[config.mk]
export PLATFORM = sky130hd
export DESIGN_NAME = mini_src_control_unit
export DESIGN_NICKNAME = d
export VERILOG_FILES = /design/src/rtl/mini_src_pkg.sv /design/src/rtl/mini_src_opclass_decode.sv /design/src/rtl/mini_src_control_unit.sv
export SDC_FILE = /design/constraint.sdc
export NUM_CORES = 1
export LEC_CHECK = 0
export ABC_AREA = 1
export CORE_MARGIN = 5
export CORE_UTILIZATION = 30
export DETAILED_ROUTE_END_ITERATION = 10
export GPL_TIMING_DRIVEN = 0
export PLACE_DENSITY = 0.77
export SLEW_MARGIN = 20
export SYNTH_ARGS = -nofsm -noshare
export SYNTH_HDL_FRONTEND = slang
export SYNTH_SLANG_ARGS = --single-unit
[constraint.sdc]
create_clock -name clock -period 2.15 [get_ports clock]
set_clock_uncertainty 0.1 [all_clocks]
set_input_delay 0.43 -clock clock [delete_from_list [all_inputs] [get_ports clock]]
set_output_delay 0.43 -clock clock [all_outputs]
set_load 0.01 [all_outputs]
[src/rtl/mini_src_pkg.sv]
// rtl/mini_src_pkg.sv - shared opcodes, state/class encodings and control word for the SRC sequencer
package mini_src_pkg;

  localparam int OPC_W   = 5;
  localparam int INSTR_W = 32;
  localparam int OP_MSB  = 31;
  localparam int OP_LSB  = 27;

  localparam logic [OPC_W-1:0] OP_LD   = 5'b00000;
  localparam logic [OPC_W-1:0] OP_LDI  = 5'b00001;
  localparam logic [OPC_W-1:0] OP_ST   = 5'b00010;
  localparam logic [OPC_W-1:0] OP_ADD  = 5'b00011;
  localparam logic [OPC_W-1:0] OP_SUB  = 5'b00100;
  localparam logic [OPC_W-1:0] OP_AND  = 5'b01010;
  localparam logic [OPC_W-1:0] OP_OR   = 5'b01011;
  localparam logic [OPC_W-1:0] OP_ADDI = 5'b01100;
  localparam logic [OPC_W-1:0] OP_BR   = 5'b10011;
  localparam logic [OPC_W-1:0] OP_JR   = 5'b10100;
  localparam logic [OPC_W-1:0] OP_IN   = 5'b10110;
  localparam logic [OPC_W-1:0] OP_OUT  = 5'b10111;
  localparam logic [OPC_W-1:0] OP_MFHI = 5'b11000;
  localparam logic [OPC_W-1:0] OP_MFLO = 5'b11001;
  localparam logic [OPC_W-1:0] OP_NOP  = 5'b11010;
  localparam logic [OPC_W-1:0] OP_HALT = 5'b11011;

  typedef enum logic [3:0] {
    S_RST, S_T0, S_T1, S_T2, S_T3, S_T4, S_T5, S_T6, S_T7, S_HALT
  } state_t;

  typedef enum logic [3:0] {
    CLS_LOAD, CLS_LOADI, CLS_STORE, CLS_ALU_R, CLS_ALU_I, CLS_BRANCH, CLS_JR,
    CLS_IN, CLS_OUT, CLS_MFHI, CLS_MFLO, CLS_NOP, CLS_HALT
  } opclass_t;

  typedef struct packed {
    logic pc_out, zhigh_out, zlow_out, mdr_out, hi_out, lo_out, inport_out, c_out, ba_out;
    logic pc_in, ir_in, mar_in, mdr_in, y_in, zlow_in, zhigh_in, hi_in, lo_in;
    logic outport_in, inport_in, con_in;
    logic gra, grb, grc, r_in, r_out;
    logic inc_pc, read, write;
  } ctrl_t;

  // Final execute step of each class; the instruction boundary is taken there.
  function automatic state_t last_state(opclass_t c);
    case (c)
      CLS_LOAD, CLS_STORE:              return S_T7;
      CLS_BRANCH:                       return S_T6;
      CLS_LOADI, CLS_ALU_R, CLS_ALU_I:  return S_T5;
      default:                          return S_T3;
    endcase
  endfunction

  function automatic state_t next_exec(state_t s);
    case (s)
      S_T3:    return S_T4;
      S_T4:    return S_T5;
      S_T5:    return S_T6;
      S_T6:    return S_T7;
      default: return S_T0;
    endcase
  endfunction

endpackage

[src/rtl/mini_src_opclass_decode.sv]
// rtl/mini_src_opclass_decode.sv - combinational opcode to instruction class decode
module mini_src_opclass_decode
  import mini_src_pkg::*;
(
  input  logic [OPC_W-1:0] i_opcode,
  output opclass_t         o_cls
);

  // Anything not listed, including explicit nop, sequences as a one-step no-op.
  always_comb begin
    o_cls = CLS_NOP;
    case (i_opcode)
      OP_LD:                          o_cls = CLS_LOAD;
      OP_LDI:                         o_cls = CLS_LOADI;
      OP_ST:                          o_cls = CLS_STORE;
      OP_ADD, OP_SUB, OP_AND, OP_OR:  o_cls = CLS_ALU_R;
      OP_ADDI:                        o_cls = CLS_ALU_I;
      OP_BR:                          o_cls = CLS_BRANCH;
      OP_JR:                          o_cls = CLS_JR;
      OP_IN:                          o_cls = CLS_IN;
      OP_OUT:                         o_cls = CLS_OUT;
      OP_MFHI:                        o_cls = CLS_MFHI;
      OP_MFLO:                        o_cls = CLS_MFLO;
      OP_HALT:                        o_cls = CLS_HALT;
      default:                        o_cls = CLS_NOP;
    endcase
  end

endmodule

[src/rtl/mini_src_control_unit.sv]
// rtl/mini_src_control_unit.sv - hardwired Moore sequencer driving every Datapath control input
module mini_src_control_unit
  import mini_src_pkg::*;
#(
  parameter int OPCODE_W = 5,
  parameter int IR_W     = 32
) (
  input  logic            clock,
  input  logic            clear,
  input  logic [IR_W-1:0] ir,
  input  logic            con_ff,
  input  logic            stop,
  output logic            run,
  output logic            PCout,
  output logic            Zhighout,
  output logic            Zlowout,
  output logic            MDRout,
  output logic            HIout,
  output logic            LOout,
  output logic            InPortout,
  output logic            Cout,
  output logic            BAout,
  output logic            PCin,
  output logic            IRin,
  output logic            MARin,
  output logic            MDRin,
  output logic            Yin,
  output logic            Zlowin,
  output logic            Zhighin,
  output logic            HIin,
  output logic            LOin,
  output logic            OutPortin,
  output logic            InPortin,
  output logic            CONin,
  output logic            Gra,
  output logic            Grb,
  output logic            Grc,
  output logic            Rin,
  output logic            Rout,
  output logic            IncPC,
  output logic            Read,
  output logic            Write
);

  state_t                r_state;
  opclass_t              r_cls;
  logic                  r_stop_pend;
  logic [OPCODE_W-1:0]   w_opcode;
  opclass_t              w_cls_live;
  opclass_t              w_cls;
  logic                  w_boundary;
  logic                  w_unused_ir;
  ctrl_t                 w_ctrl;

  assign w_opcode    = ir[IR_W-1 -: OPCODE_W];
  assign w_unused_ir = ^ir[IR_W-OPCODE_W-1:0];

  mini_src_opclass_decode u_decode (
    .i_opcode (w_opcode),
    .o_cls    (w_cls_live)
  );

  // IR is only valid from T3 on, so T3 decodes live and later steps use the latched class.
  assign w_cls      = (r_state == S_T3) ? w_cls_live : r_cls;
  assign w_boundary = (r_state == last_state(w_cls));

  always_ff @(posedge clock or negedge clear) begin
    if (!clear) begin
      r_state     <= S_RST;
      r_cls       <= CLS_NOP;
      r_stop_pend <= 1'b0;
    end else begin
      unique case (r_state)
        S_RST:  r_state <= S_T0;
        S_T0:   r_state <= S_T1;
        S_T1:   r_state <= S_T2;
        S_T2:   r_state <= S_T3;
        S_HALT: r_state <= S_HALT;
        default: begin
          if (w_cls == CLS_HALT) begin
            r_state <= S_HALT;
          end else if (w_boundary) begin
            r_state <= (stop || r_stop_pend) ? S_HALT : S_T0;
          end else begin
            r_state <= next_exec(r_state);
          end
        end
      endcase
      if (r_state == S_T3) begin
        r_cls <= w_cls_live;
      end
      // A stop seen anywhere in an instruction is held until its boundary.
      if (r_state == S_HALT || w_boundary) begin
        r_stop_pend <= 1'b0;
      end else begin
        r_stop_pend <= r_stop_pend | stop;
      end
    end
  end

  always_comb begin
    w_ctrl = '0;
    case (r_state)
      S_T0: begin
        w_ctrl.pc_out = 1'b1; w_ctrl.mar_in = 1'b1; w_ctrl.inc_pc = 1'b1; w_ctrl.pc_in = 1'b1;
      end
      S_T1: begin
        w_ctrl.read = 1'b1; w_ctrl.mdr_in = 1'b1;
      end
      S_T2: begin
        w_ctrl.mdr_out = 1'b1; w_ctrl.ir_in = 1'b1;
      end
      S_T3: begin
        case (w_cls)
          CLS_LOAD, CLS_LOADI, CLS_STORE: begin
            w_ctrl.grb = 1'b1; w_ctrl.ba_out = 1'b1; w_ctrl.y_in = 1'b1;
          end
          CLS_ALU_R, CLS_ALU_I: begin
            w_ctrl.grb = 1'b1; w_ctrl.r_out = 1'b1; w_ctrl.y_in = 1'b1;
          end
          CLS_BRANCH: begin
            w_ctrl.gra = 1'b1; w_ctrl.r_out = 1'b1; w_ctrl.con_in = 1'b1;
          end
          CLS_JR: begin
            w_ctrl.gra = 1'b1; w_ctrl.r_out = 1'b1; w_ctrl.pc_in = 1'b1;
          end
          CLS_IN: begin
            w_ctrl.inport_out = 1'b1; w_ctrl.gra = 1'b1; w_ctrl.r_in = 1'b1;
          end
          CLS_OUT: begin
            w_ctrl.gra = 1'b1; w_ctrl.r_out = 1'b1; w_ctrl.outport_in = 1'b1;
          end
          CLS_MFHI: begin
            w_ctrl.hi_out = 1'b1; w_ctrl.gra = 1'b1; w_ctrl.r_in = 1'b1;
          end
          CLS_MFLO: begin
            w_ctrl.lo_out = 1'b1; w_ctrl.gra = 1'b1; w_ctrl.r_in = 1'b1;
          end
          default: w_ctrl = '0;
        endcase
      end
      S_T4: begin
        case (w_cls)
          CLS_LOAD, CLS_LOADI, CLS_STORE, CLS_ALU_I: begin
            w_ctrl.c_out = 1'b1; w_ctrl.zlow_in = 1'b1;
          end
          CLS_ALU_R: begin
            w_ctrl.grc = 1'b1; w_ctrl.r_out = 1'b1; w_ctrl.zlow_in = 1'b1;
          end
          CLS_BRANCH: begin
            w_ctrl.pc_out = 1'b1; w_ctrl.y_in = 1'b1;
          end
          default: w_ctrl = '0;
        endcase
      end
      S_T5: begin
        case (w_cls)
          CLS_LOAD, CLS_STORE: begin
            w_ctrl.zlow_out = 1'b1; w_ctrl.mar_in = 1'b1;
          end
          CLS_LOADI, CLS_ALU_R, CLS_ALU_I: begin
            w_ctrl.zlow_out = 1'b1; w_ctrl.gra = 1'b1; w_ctrl.r_in = 1'b1;
          end
          CLS_BRANCH: begin
            w_ctrl.c_out = 1'b1; w_ctrl.zlow_in = 1'b1;
          end
          default: w_ctrl = '0;
        endcase
      end
      S_T6: begin
        case (w_cls)
          CLS_LOAD: begin
            w_ctrl.read = 1'b1; w_ctrl.mdr_in = 1'b1;
          end
          CLS_STORE: begin
            w_ctrl.gra = 1'b1; w_ctrl.r_out = 1'b1; w_ctrl.mdr_in = 1'b1;
          end
          CLS_BRANCH: begin
            w_ctrl.zlow_out = con_ff; w_ctrl.pc_in = con_ff;
          end
          default: w_ctrl = '0;
        endcase
      end
      S_T7: begin
        case (w_cls)
          CLS_LOAD: begin
            w_ctrl.mdr_out = 1'b1; w_ctrl.gra = 1'b1; w_ctrl.r_in = 1'b1;
          end
          CLS_STORE: w_ctrl.write = 1'b1;
          default:   w_ctrl = '0;
        endcase
      end
      default: w_ctrl = '0;
    endcase
  end

  assign run       = (r_state != S_HALT);
  assign PCout     = w_ctrl.pc_out;
  assign Zhighout  = w_ctrl.zhigh_out;
  assign Zlowout   = w_ctrl.zlow_out;
  assign MDRout    = w_ctrl.mdr_out;
  assign HIout     = w_ctrl.hi_out;
  assign LOout     = w_ctrl.lo_out;
  assign InPortout = w_ctrl.inport_out;
  assign Cout      = w_ctrl.c_out;
  assign BAout     = w_ctrl.ba_out;
  assign PCin      = w_ctrl.pc_in;
  assign IRin      = w_ctrl.ir_in;
  assign MARin     = w_ctrl.mar_in;
  assign MDRin     = w_ctrl.mdr_in;
  assign Yin       = w_ctrl.y_in;
  assign Zlowin    = w_ctrl.zlow_in;
  assign Zhighin   = w_ctrl.zhigh_in;
  assign HIin      = w_ctrl.hi_in;
  assign LOin      = w_ctrl.lo_in;
  assign OutPortin = w_ctrl.outport_in;
  assign InPortin  = w_ctrl.inport_in;
  assign CONin     = w_ctrl.con_in;
  assign Gra       = w_ctrl.gra;
  assign Grb       = w_ctrl.grb;
  assign Grc       = w_ctrl.grc;
  assign Rin       = w_ctrl.r_in;
  assign Rout      = w_ctrl.r_out;
  assign IncPC     = w_ctrl.inc_pc;
  assign Read      = w_ctrl.read;
  assign Write     = w_ctrl.write;

endmodule
## Word level (Yosys, flattened, before mapping)

Memories as Yosys holds them, arrays and structs flattened.
Index checks and enable logic that the tools add are counted.

- Bits in read-only memories: 128
- Register bits: 9
- Input port bits: 36
- Memories: 1
- Output and inout bits: 30

Memory list:

| memory | depth | width | read ports | clocked after memory_dff | write ports | RTL line | RTL |
|---|---|---|---|---|---|---|---|
| (name not given) | 32 | 4 | 1 | 0 | 0 | mini_src_opclass_decode.sv:12 | `case (i_opcode)` |

- Reductions and logical operators: 12
- Bitwise operators: 1
- Mux-type cells: 38
- Equal/unequal tests: 22

Operator list:

| cell | number |
|---|---|
| $pmux W13 S5 | 1 |
| $eq A4 B3 Y1 const B | 8 |
| $eq A4 B4 Y1 const B | 6 |
| $mux W1 | 22 |
| $pmux W4 S5 | 1 |
| $eq A4 B2 Y1 const B | 4 |
| $mux W4 | 4 |
| $pmux W4 S4 | 1 |
| $pmux W5 S3 | 1 |
| $pmux W1 S2 | 6 |
| $pmux W4 S3 | 1 |
| $reduce_or A5 Y1 | 2 |
| $reduce_or A3 Y1 | 3 |
| $eq A4 B1 Y1 const B | 2 |
| $logic_not A4 Y1 | 2 |
| $reduce_or A6 Y1 | 1 |
| $eq A4 B4 Y1 | 1 |
| $ne A4 B4 Y1 const B | 1 |
| $reduce_or A4 Y1 | 1 |
| $pmux W1 S3 | 1 |
| $logic_or A1 B1 Y1 | 2 |
| $reduce_or A2 Y1 | 1 |
| $or A1 B1 Y1 | 1 |

## Longest topological paths before layout

Gate-level depths: netlist (run 1).

- Depth in word-level cells: 9
- Gate-level depth with buffers: 19
- Mapped depth without buffers: 19

## Cells and area by module

Synthesis (run 1) repeated with hierarchy kept, for this count alone.

- Cell total of the unflattened synthesis: 202
- Area total of the unflattened synthesis: 1236.2 um2

By module, submodules not included:

| module | instances | area each (um2) | cells each |
|---|---|---|---|
| mini_src_control_unit | 1 | 999.7 | 158 |
| mini_src_opclass_decode | 1 | 236.5 | 44 |

## Least setup slack after synthesis (run 1)

No wires, ideal clock.

- Kind: input to output
- From: input ir[27]
- To: output Cout
- Buffers on the path: 0
- Arrival: 1.982 ns
- Slack: -0.362 ns
- Stages: 12
- Cells stage by stage: inv_1 -> ha_1 -> inv_1 -> nand2_1 -> nor2_1 -> nor2_4 -> nand3_4 -> nand2_8 -> nor2_4 -> o21ai_1 -> o22ai_1 -> nor3b_2

- Longest elaborated chain between the ends: 6
- Elaborated cells between the ends (all ways): 11

RTL lines:

| element | RTL line | RTL |
|---|---|---|
| start, declared | mini_src_control_unit.sv:10 | `input logic [IR_W-1:0] ir,` |
| $mem_v2 Z32 W4 * | n/a |  |
| $mux W4 * | n/a |  |
| via w_cls[1] | mini_src_control_unit.sv:50 | `opclass_t w_cls;` |
| $eq A4 B2 Y1, or another cell as far along | mini_src_control_unit.sv:143 | `case (w_cls)` |
| $reduce_or A4 Y1 | n/a |  |
| $mux W1 | mini_src_control_unit.sv:143 |  |
| $pmux W5 S3 * | mini_src_control_unit.sv:103 | `case (r_state)` |
| end, declared | mini_src_control_unit.sv:21 | `output logic Cout,` |

Mark *: on every way through the listed nets, which the timed path passes. The rest lies on a longest branch.

## Worst setup path after layout (run 1)

- From: input ir[31]
- To: output Cout

- Longest elaborated chain between the ends: 6
- Elaborated cells between the ends (all ways): 11

RTL lines:

| element | RTL line |
|---|---|
| $mem_v2 Z32 W4 * | n/a |
| $mux W4 * | n/a |
| $eq A4 B2 Y1, or another cell as far along | mini_src_control_unit.sv:143 |
| $reduce_or A4 Y1 | n/a |
| $mux W1 | mini_src_control_unit.sv:143 |
| $pmux W5 S3 * | mini_src_control_unit.sv:103 |

Every way passes the cells marked *; elsewhere a longest branch is shown, timed or not.

==> flow_summary.toml, run 1 <==
[status]
status = "finished with violations"
violations = "setup timing"

[worst_setup_path]
worstSetupStartpoint = "ir[31]"
r2r_cells = 15
slowest_stage = "a21boi_4"
reg2reg_from = "r_state[1]"
crit_required_ns = 1.62
cp.depth = 12
reg2reg_to = "r_state[3]"
crit_family = "buffers and inverters"
path_max_fanout = 5
r2r_slack_ns = -0.17
critPathCapture = "Cout"
path_buf_inv = 5
path_cells = "buf_2, inv_2, nor2_1, nand3_1, nand2_1, inv_2, a21boi_4, buf_4, o21ai_4, o22ai_2, nor3b_4, buf_2"
cp.arrival_ns = 2.22
critical_path.max_stage_delay_ns = 0.29
worst_setup_path_start_kind = "input port"
crit_type = "in2out"
cp-end-kind = "primary output"

[yosys]
synth_cell_types = 34
ys_ff_latch = 9
synth_top_area_share_pct = 13.3
postSynthAreaPerCell_sq_um = 6.37
syn_area_sq_um = 1270
synth_cells = 200
yosysMostFrequentCell = "nand2_1"
synth_edf_count = 0
synth_area_leader_cell = "nand2_1"
synth_warnings = 0
async_flop_share_pct = 100
ys_top_cells_by_area = "nand2_1 (13%), dfrtp_1 (12%), nand3_1 (7.9%)"
yosysSeqAreaShare_pct = 18.0
synth_flop_cell = "dfrtp_1"
synth_common_cells = "nand2_1 (45), inv_1 (25), nand3_1 (20), nor2_1 (18), o21ai_0 (12)"

[floorplan]
start_util_pct = 31.4
std_cell_rows = 23
coreArea_sq_um = 4060
dieWidth_um = 75.2
dieArea_sq_um = 5650
ioPinCount = 66
die_h_um = 75.2

[global_route]
overflow = 0
grt_pass1_vias = 1658
grt_max_degree = 10
track_usage_pct = 17.4
antenna_found_initial = 0
grt_pass1_wl_um = 7600

[sta]
rsz0062_at_grt = "true"
setup_viol = 27
tightest_slew_ns = 0.496
slew_headroom_pct = 66.8
report.final.slew_viol_count = 0
timing.final.crit_share_pct = 128
post-route-min-period_ns = 2.75
fmax_mhz = 364
hold_violations = 0
fin_ws_ns = -0.599

[route]
drt_iter0_drc = 221
highest_layer = "met4"
viasPerCell = 5.33
dr_wl_met2_um = 2870
drc = 0
dr.pass1.iters = 4
wl_met3_um = 469
wl_per_cell_um = 17.1
wl_met1_um = 2130
final_antenna_net_count = 0
vias = 1786
routed_wl_um = 5740

[clock_network]
cts_root_buffer = "clkbuf_8"
clock-sinks = 9
cts_made_buffers = 3
clkTransAtPathRegs_ns = 0.04
clock_latency_ns = 0.23
cts_hold_buf = 0
cts_tree = "built"
h-tree-depth = 1
cts_buffer_depth = 2

[min_path]
worst_hold_path_type = "in2async"

[placed_design]
hpwl_um = 2770
place_ws_ns = -1.51
dp_cells = 286
port_buffers = 32
gp_congestion = 0.926

[run]
maxCapViolations = 0

[finish]
layout.cells.non_filler = 335
nets = 327
fillCellCount = 312
syn2layout_area_growth_pct = 89.5
antenna_cells = 0
layout-drive-gt1-share_pct = 63.2

[power]
p_leak_nw = 1.18
ir_worst_vdd_uv = 637
cellPowerDensity_nw_per_um2 = 1640
## sequential cells by signal, summed over array words and instances (netlist names)
register and cells:
r_stop_pend 1, r_state 4, r_cls 4
## metrics by stage
| stage | instance area, sq um | total power [mW] | setup TNS, ns | utilization [%] | hold WS [ns] |
|---|---|---|---|---|---|
| final | 2410 | 3.96 | -9.99 | 59.5 | 0.396 |
| after global routing | 2410 | 4.17 | -13.35 | 59.5 | 0.428 |
| after CTS | 2170 | 3.31 | -5.90 | 53.6 | 0.416 |
| after detailed placement | 1740 | 2.22 | -31.97 | 42.8 | 0.475 |
| after global placement | 1740 | 2.20 | -31.46 | 42.8 | 0.469 |
| after floorplan | 1350 | 1.69 | -0.781 | - | 0.0344 |
## worst min path at each step
stage	endpoint	startpoint
2_1_floorplan	r_cls[2]	clear
3_3_place_gp	r_stop_pend	r_stop_pend
3_5_place_dp	r_cls[1]	r_cls[1]
4_1_cts	r_stop_pend	clear
5_1_grt	r_state[2]	clear
6_report	r_state[2]	clear
## timing repair
| action | in CTS | in global routing |
|---|---|---|
| pin swaps | 31 | 29 |
| setup buffers | 39 | 7 |
| gates cloned | 0 | 0 |
| setup endpoints to repair | 30 | 28 |
| gates resized for setup | 173 | 51 |
## per-layer routing
metal	vias to the layer above	GRT usage (%)
li1	799	-
met1	835	20.6
met2	118	29.2
met3	34	4.01
met4	0	9.13
met5	-	0
## cell type report
cell class | instances | area [sq um] | area share, %
buffer | 7 | 57.6 | 2.38
tap | 50 | 62.6 | 2.59
sequential | 9 | 230 | 9.54
inverter | 35 | 164 | 6.79
clock buffer | 4 | 45.0 | 1.87
timing repair buffer | 77 | 609 | 25.2
multi-input combinational | 153 | 1240 | 51.6
## power by group
| group | internal, mW | total (mW) | switching [mW] | leakage (nW) |
|---|---|---|---|---|
| combinational | 1.43 | 3.42 | 1.98 | 1.05 |
| sequential | 0.278 | 0.344 | 0.0659 | 0.102 |
| clock | 0.129 | 0.195 | 0.0663 | 0.0228 |
| total | 1.84 | 3.96 | 2.11 | 1.18 |
## cells by family after synthesis
logic type / synth area share (%)
adders and majority gates: 4.91
buffers and inverters: 14.5
AOI/OAI and AO/OA: 11.0
DFF: 18.0
and+or+nand+nor: 51.3
other: 0.294
## layout by cell type, fill, tap and decap left out, types with 3 or more instances in the layout
cell type,instances
nand3_1,10
nor2_2,5
buf_4,38
inv_1,17
buf_2,22
nand2_4,7
buf_6,15
buf_8,3
nand4_1,3
nand2_1,35
o21ai_1,5
inv_2,9
nor3_2,3
nor3_4,3
nor2_4,14
nand3_2,7
o21ai_2,3
o21ai_0,3
inv_4,6
clkbuf_8,3
nor2_1,8
nand3_4,5
conb_1,5
dfrtp_1,5
dfstp_2,3
clkdlybuf4s50_1,3
nand2_2,11
(Power assumes the default switching activity.)
==> run 2: changes to the inputs <==
--- a/config.mk
+++ b/config.mk
@@ -10,6 +10,7 @@
 export CORE_UTILIZATION = 30
 export DETAILED_ROUTE_END_ITERATION = 10
 export GPL_TIMING_DRIVEN = 0
+export HOLD_SLACK_MARGIN = 0.06
 export PLACE_DENSITY = 0.77
 export SLEW_MARGIN = 20
 export SYNTH_ARGS = -nofsm -noshare
==> results of run 2 <==
No change in the layout: final DEF, timing and power equal those of run 1.
==> variant 1 (flow settings as in run 2) <==
Put a register stage on the output `Zlowout`. The value now appears one clock later. The other outputs are not delayed to match.
--- a/src/rtl/mini_src_control_unit.sv
+++ b/src/rtl/mini_src_control_unit.sv
@@ -197,7 +197,9 @@
   assign run       = (r_state != S_HALT);
   assign PCout     = w_ctrl.pc_out;
   assign Zhighout  = w_ctrl.zhigh_out;
-  assign Zlowout   = w_ctrl.zlow_out;
+  always_ff @(posedge clock) begin
+    Zlowout <= w_ctrl.zlow_out;
+  end
   assign MDRout    = w_ctrl.mdr_out;
   assign HIout     = w_ctrl.hi_out;
   assign LOout     = w_ctrl.lo_out;
Function: changed (Yosys sat finds a counterexample within 10 cycles, from zero or initial values).
==> variant 1 against run 2 <==
- the flow still finishes with violations (negative setup slack)
- routed wire length decreased by 8.5%
- synthesized area increased by 1.6%
- sequential cell count increased by 1
- design area decreased by 1.9%
- power decreased by 1.4%
- synthesized cell count increased by 0.50%
- worst setup slack improved by 0.083 ns
- largest power group unchanged
==> variant 1: results (changes against run 2) <==
[worst_setup_path]
slowest_stage = dfrtp_1
worst_ep_arrival_time_ns = 2.14  ; -0.08 ns
slowest_delay_ns = 0.40  ; +0.11 ns
crit_family = simple AND/OR/NAND/NOR gates
critPathMaxFanout = 6  ; +1

[pwr]
ir_drop_mv = 0.497  ; -22%
p_leak_uw = 0.00118  ; +0.43%

[cells_and_area]
largest_registers = r_cls (4), r_state (4)
drive_above_1_share_pct = 60.8  ; -2.4 points
nets = 330  ; +0.92%
fillerInstances = 343  ; +9.9%

[sta]
setup_tns_ns = -7.33  ; +2.67 ns
setup_violations = 25  ; -7.4%
layout_setup_ws_ns = -0.516  ; +0.0829 ns

[drt]
vias = 1758  ; -1.6%
first_iter_violations = 157  ; -29%
wire_per_inst_um = 15.5  ; -9.3%
drtPass1Iterations = 4  ; unchanged

[status]
status = finished, violations left
violations = negative setup slack

[logic_synthesis]
async_flop_share_pct = 90.0  ; -10 points
yosys-top-cells-area = nand2_1, dfrtp_1, nand3_1
yosysUniqueCellTypes = 35  ; +2.9%
yosys_warnings = 0  ; unchanged
ys_seq_area_share_pct = 19.2  ; +1.3 points

[placed_design]
dp_slack_ns = -1.52  ; -0.00641 ns
gp_congestion = 0.933  ; +0.78%
placed_cell_area_mm2 = 0.00176  ; +1.2%

[clock_tree]
clk_latency_ns = 0.26  ; +0.03 ns
cts.clk_slew.worst_paths_ns = 0.06  ; +0.02 ns

[global_routing]
grt.total_usage_pct = 17.3  ; -0.078 points
grt_pass1_wl_mm = 7.45  ; -2.0%

-- variant 1: where the power goes --
part,switching (uW),total (uW),internal (uW)
Sequential,52.8,351,298
Clock,97.2,260,162
Combinational,1880,3290,1410
-- variant 1: logic make-up after synthesis --
family | share of synthesized area (%)
other | 0.290
buffers and inverters | 14.3
AND/OR/NAND/NOR | 50.5
AO/OA/AOI/OAI | 10.8
flip-flops | 19.2
adder cells (fa/ha/maj) | 4.84
-- variant 1: path summary, 6_finish.rpt --
kind | from | end | slack, ns | depth (start not counted)
max | r_state[3] | Cout | -0.52 | 11
min | clear | r_cls[2] | 0.41 | 1
max reg2reg | r_state[3] | r_state[2] | -0.04 | 15
min reg2reg | r_stop_pend | r_stop_pend | 0.49 | 3
max in group asynchronous | clear | r_state[0] | 1.17 | 1
min in group clock | r_stop_pend | r_stop_pend | 0.49 | 3
-- variant 1: repair_timing --
item                       in CTS  in global routing
setup endpoints to repair      30                 27
gates resized for setup       163                 35
pin swaps                      29                 22
buffers inserted               34                 13
-- variant 1: metal layers --
metal  vias up  part of all wire, %  track usage (%)
li1        813                    -                -
met2        93                   50             29.1
met5         -                    0                0
met1       827                   36             20.3
met3        25                  9.0             4.35
met4         0                  4.8             8.93
-- variant 1: layout make-up --
cell class,count,area (um^2),share of cell area [%]
multi-input cells,153,1170,49.4
repair buffers,79,609,25.7
flip-flops and latches,10,250,10.6
inverters,35,164,6.92
well taps,50,62.6,2.64
plain buffers,7,57.6,2.43
clock buffers,4,55.1,2.32
-- variant 1: metrics by stage --
stage	instances	total power, uW
2_1_floorplan	205	1710
4_1_cts	325	3310
3_5_place_dp	287	2250
5_1_grt	338	4140
3_3_place_gp	287	2220
6_report	338	3900
==> variant 2 (settings of run 2) <==
Without the edit above. Register the input `ir` before use, without a reset. The logic sees it one clock later. The other inputs are not delayed to match.
--- a/src/rtl/mini_src_control_unit.sv
+++ b/src/rtl/mini_src_control_unit.sv
@@ -42,6 +42,12 @@
   output logic            Write
 );
 
+  logic [IR_W-1:0] ir_q;
+
+  always_ff @(posedge clock) begin
+    ir_q <= ir;
+  end
+
   state_t                r_state;
   opclass_t              r_cls;
   logic                  r_stop_pend;
@@ -52,8 +58,8 @@
   logic                  w_unused_ir;
   ctrl_t                 w_ctrl;
 
-  assign w_opcode    = ir[IR_W-1 -: OPCODE_W];
-  assign w_unused_ir = ^ir[IR_W-OPCODE_W-1:0];
+  assign w_opcode    = ir_q[IR_W-1 -: OPCODE_W];
+  assign w_unused_ir = ^ir_q[IR_W-OPCODE_W-1:0];
 
   mini_src_opclass_decode u_decode (
     .i_opcode (w_opcode),
Behaviour: not the same (Yosys sat finds a counterexample within 10 cycles, from zero or initial values).
==> variant 2 against run 2 <==
- the run still ends with negative setup slack left
- combinational power fell by 14%
- design area decreased by 4.4%
- synthesized area increased by 0.59%
- sequential cell count grew 4
- global-route usage shrank 1.5 points
- sequential power is 27% higher
- worst setup slack gained 0.054 ns
- power fell by 9.4%
- routed wire length down 9.7%
- critical path type is now flip-flop to output pin
- highest routed layer unchanged
==> variant 2: results (changes against run 2) <==
[floorplan]
die_area_mm2 = 0.00568  ; +0.51%

[placed_design]
gp_congestion = 0.869  ; -6.1%
port_buffers = 32  ; unchanged
placed_cell_area_mm2 = 0.00170  ; -2.1%
dpl.hpwl_mm = 2.71  ; -1.9%

[logic_synthesis]
ys_seq_area_share_pct = 24.1  ; +6.1 points
synth_mux_area_share_pct = 0  ; unchanged
yosys-top-cells-area = dfrtp_1, nand2_1, inv_1
yosysUniqueCellTypes = 29  ; -15%
synthTopCellsByCount = nand2_1, inv_1, nor2_1
async_flop_share_pct = 69.2  ; -31 points
synth_fa_ha_area_share_pct = 3.91  ; -1.0 points
synth-compound-area-share_pct = 11.2  ; +0.23 points

[status]
violations = negative setup slack
status = finished, violations left

[sta]
setup_violations = 27  ; unchanged
worstMarginPinSlew_ns = 0.495  ; -0.00166 ns
whs_ns = 0.385  ; -0.0113 ns
layout_setup_ws_ns = -0.545  ; +0.0544 ns

[global_routing]
grt_pass1_wl_mm = 7.04  ; -7.4%
grt_pass1_vias = 1599  ; -3.6%
grt.total_usage_pct = 15.9  ; -1.5 points
grt_util_met3_pct = 3.43  ; -0.58 points
grt.met1_usage_pct = 17.4  ; -3.1 points
gr-usage-met2_pct = 28.9  ; -0.35 points

[cells_and_area]
nets = 323  ; -1.2%
antenna_cells = 0  ; unchanged
clk_share_pct = 1.95  ; +0.086 points
multi_input_gates = 145  ; -5.2%
fillerInstances = 341  ; +9.3%
n_all_buffers = 86  ; +2.4%
drive_above_1_share_pct = 57.1  ; -6.1 points
buf_share_pct = 30.1  ; +2.5 points
inv_count = 34  ; -2.9%
seqCellArea_um2 = 313  ; +36%
numSequentialCells = 13  ; +4
multi_input_area_share_pct = 45.9  ; -5.7 points

[worst_setup_path]
slowest_stage = dfrtp_2
r2r_start = r_state[1]
rr_worst_depth = 17  ; +2
crit_end = Rout
r2r_setup_slack_ns = -0.32  ; -0.15 ns
cp-startpoint = r_state[1]
slowest_delay_ns = 0.45  ; +0.16 ns
worst_ep_arrival_time_ns = 2.17  ; -0.05 ns
crit_family = simple AND/OR/NAND/NOR gates

[drt]
wire_per_inst_um = 15.6  ; -8.8%
met3_wirelength_um = 504  ; +7.5%
first_iter_violations = 152  ; -31%
drtPass1Iterations = 5  ; +1
dr_wl_met2_mm = 2.66  ; -7.3%
wl_met1_mm = 1.77  ; -17%
via_per_inst = 5.29  ; -0.85%

[pwr]
switching_share_pct = 50.9  ; -2.5 points
comb_cell_power_uw = 2930  ; -14%
p_clk_share_pct = 5.9  ; +1.0 points
p_leak_uw = 0.00116  ; -1.5%

[min_path]
hp-class = input pin to async pin

[clock_tree]
root_buffer = clkbuf_8

==> variant 2: cell count changes in the layout (fill, tap and decap cells not counted), sizes merged, moves of 3 or more <==
cell,before,now
clkdlybuf4s50,3,7
nand3,22,16
clkbuf,4,7
buf,78,73
dfxtp,0,4
a21oi,3,9
==> variant 2: repair_timing <==
item                                    CTS  global route
resized for setup                       138            40
endpoints found under the setup margin   25            29
buffers inserted                         30            17
hold endpoints to repair                  0             0
pin swaps                                24            23
==> variant 2: metrics by stage <==
stage          setup TNS (ns)  setup WS [ns]  cells  util, %  power (uW)
2_1_floorplan         -0.0502        -0.0251    199        -        1560
3_3_place_gp           -11.13         -0.703    281     41.9        2010
3_5_place_dp           -11.53         -0.716    281     41.9        2030
4_1_cts                 -5.75         -0.385    315     50.4        2930
5_1_grt                -11.12         -0.591    332     56.9        3750
6_report                -9.31         -0.545    332     56.9        3580
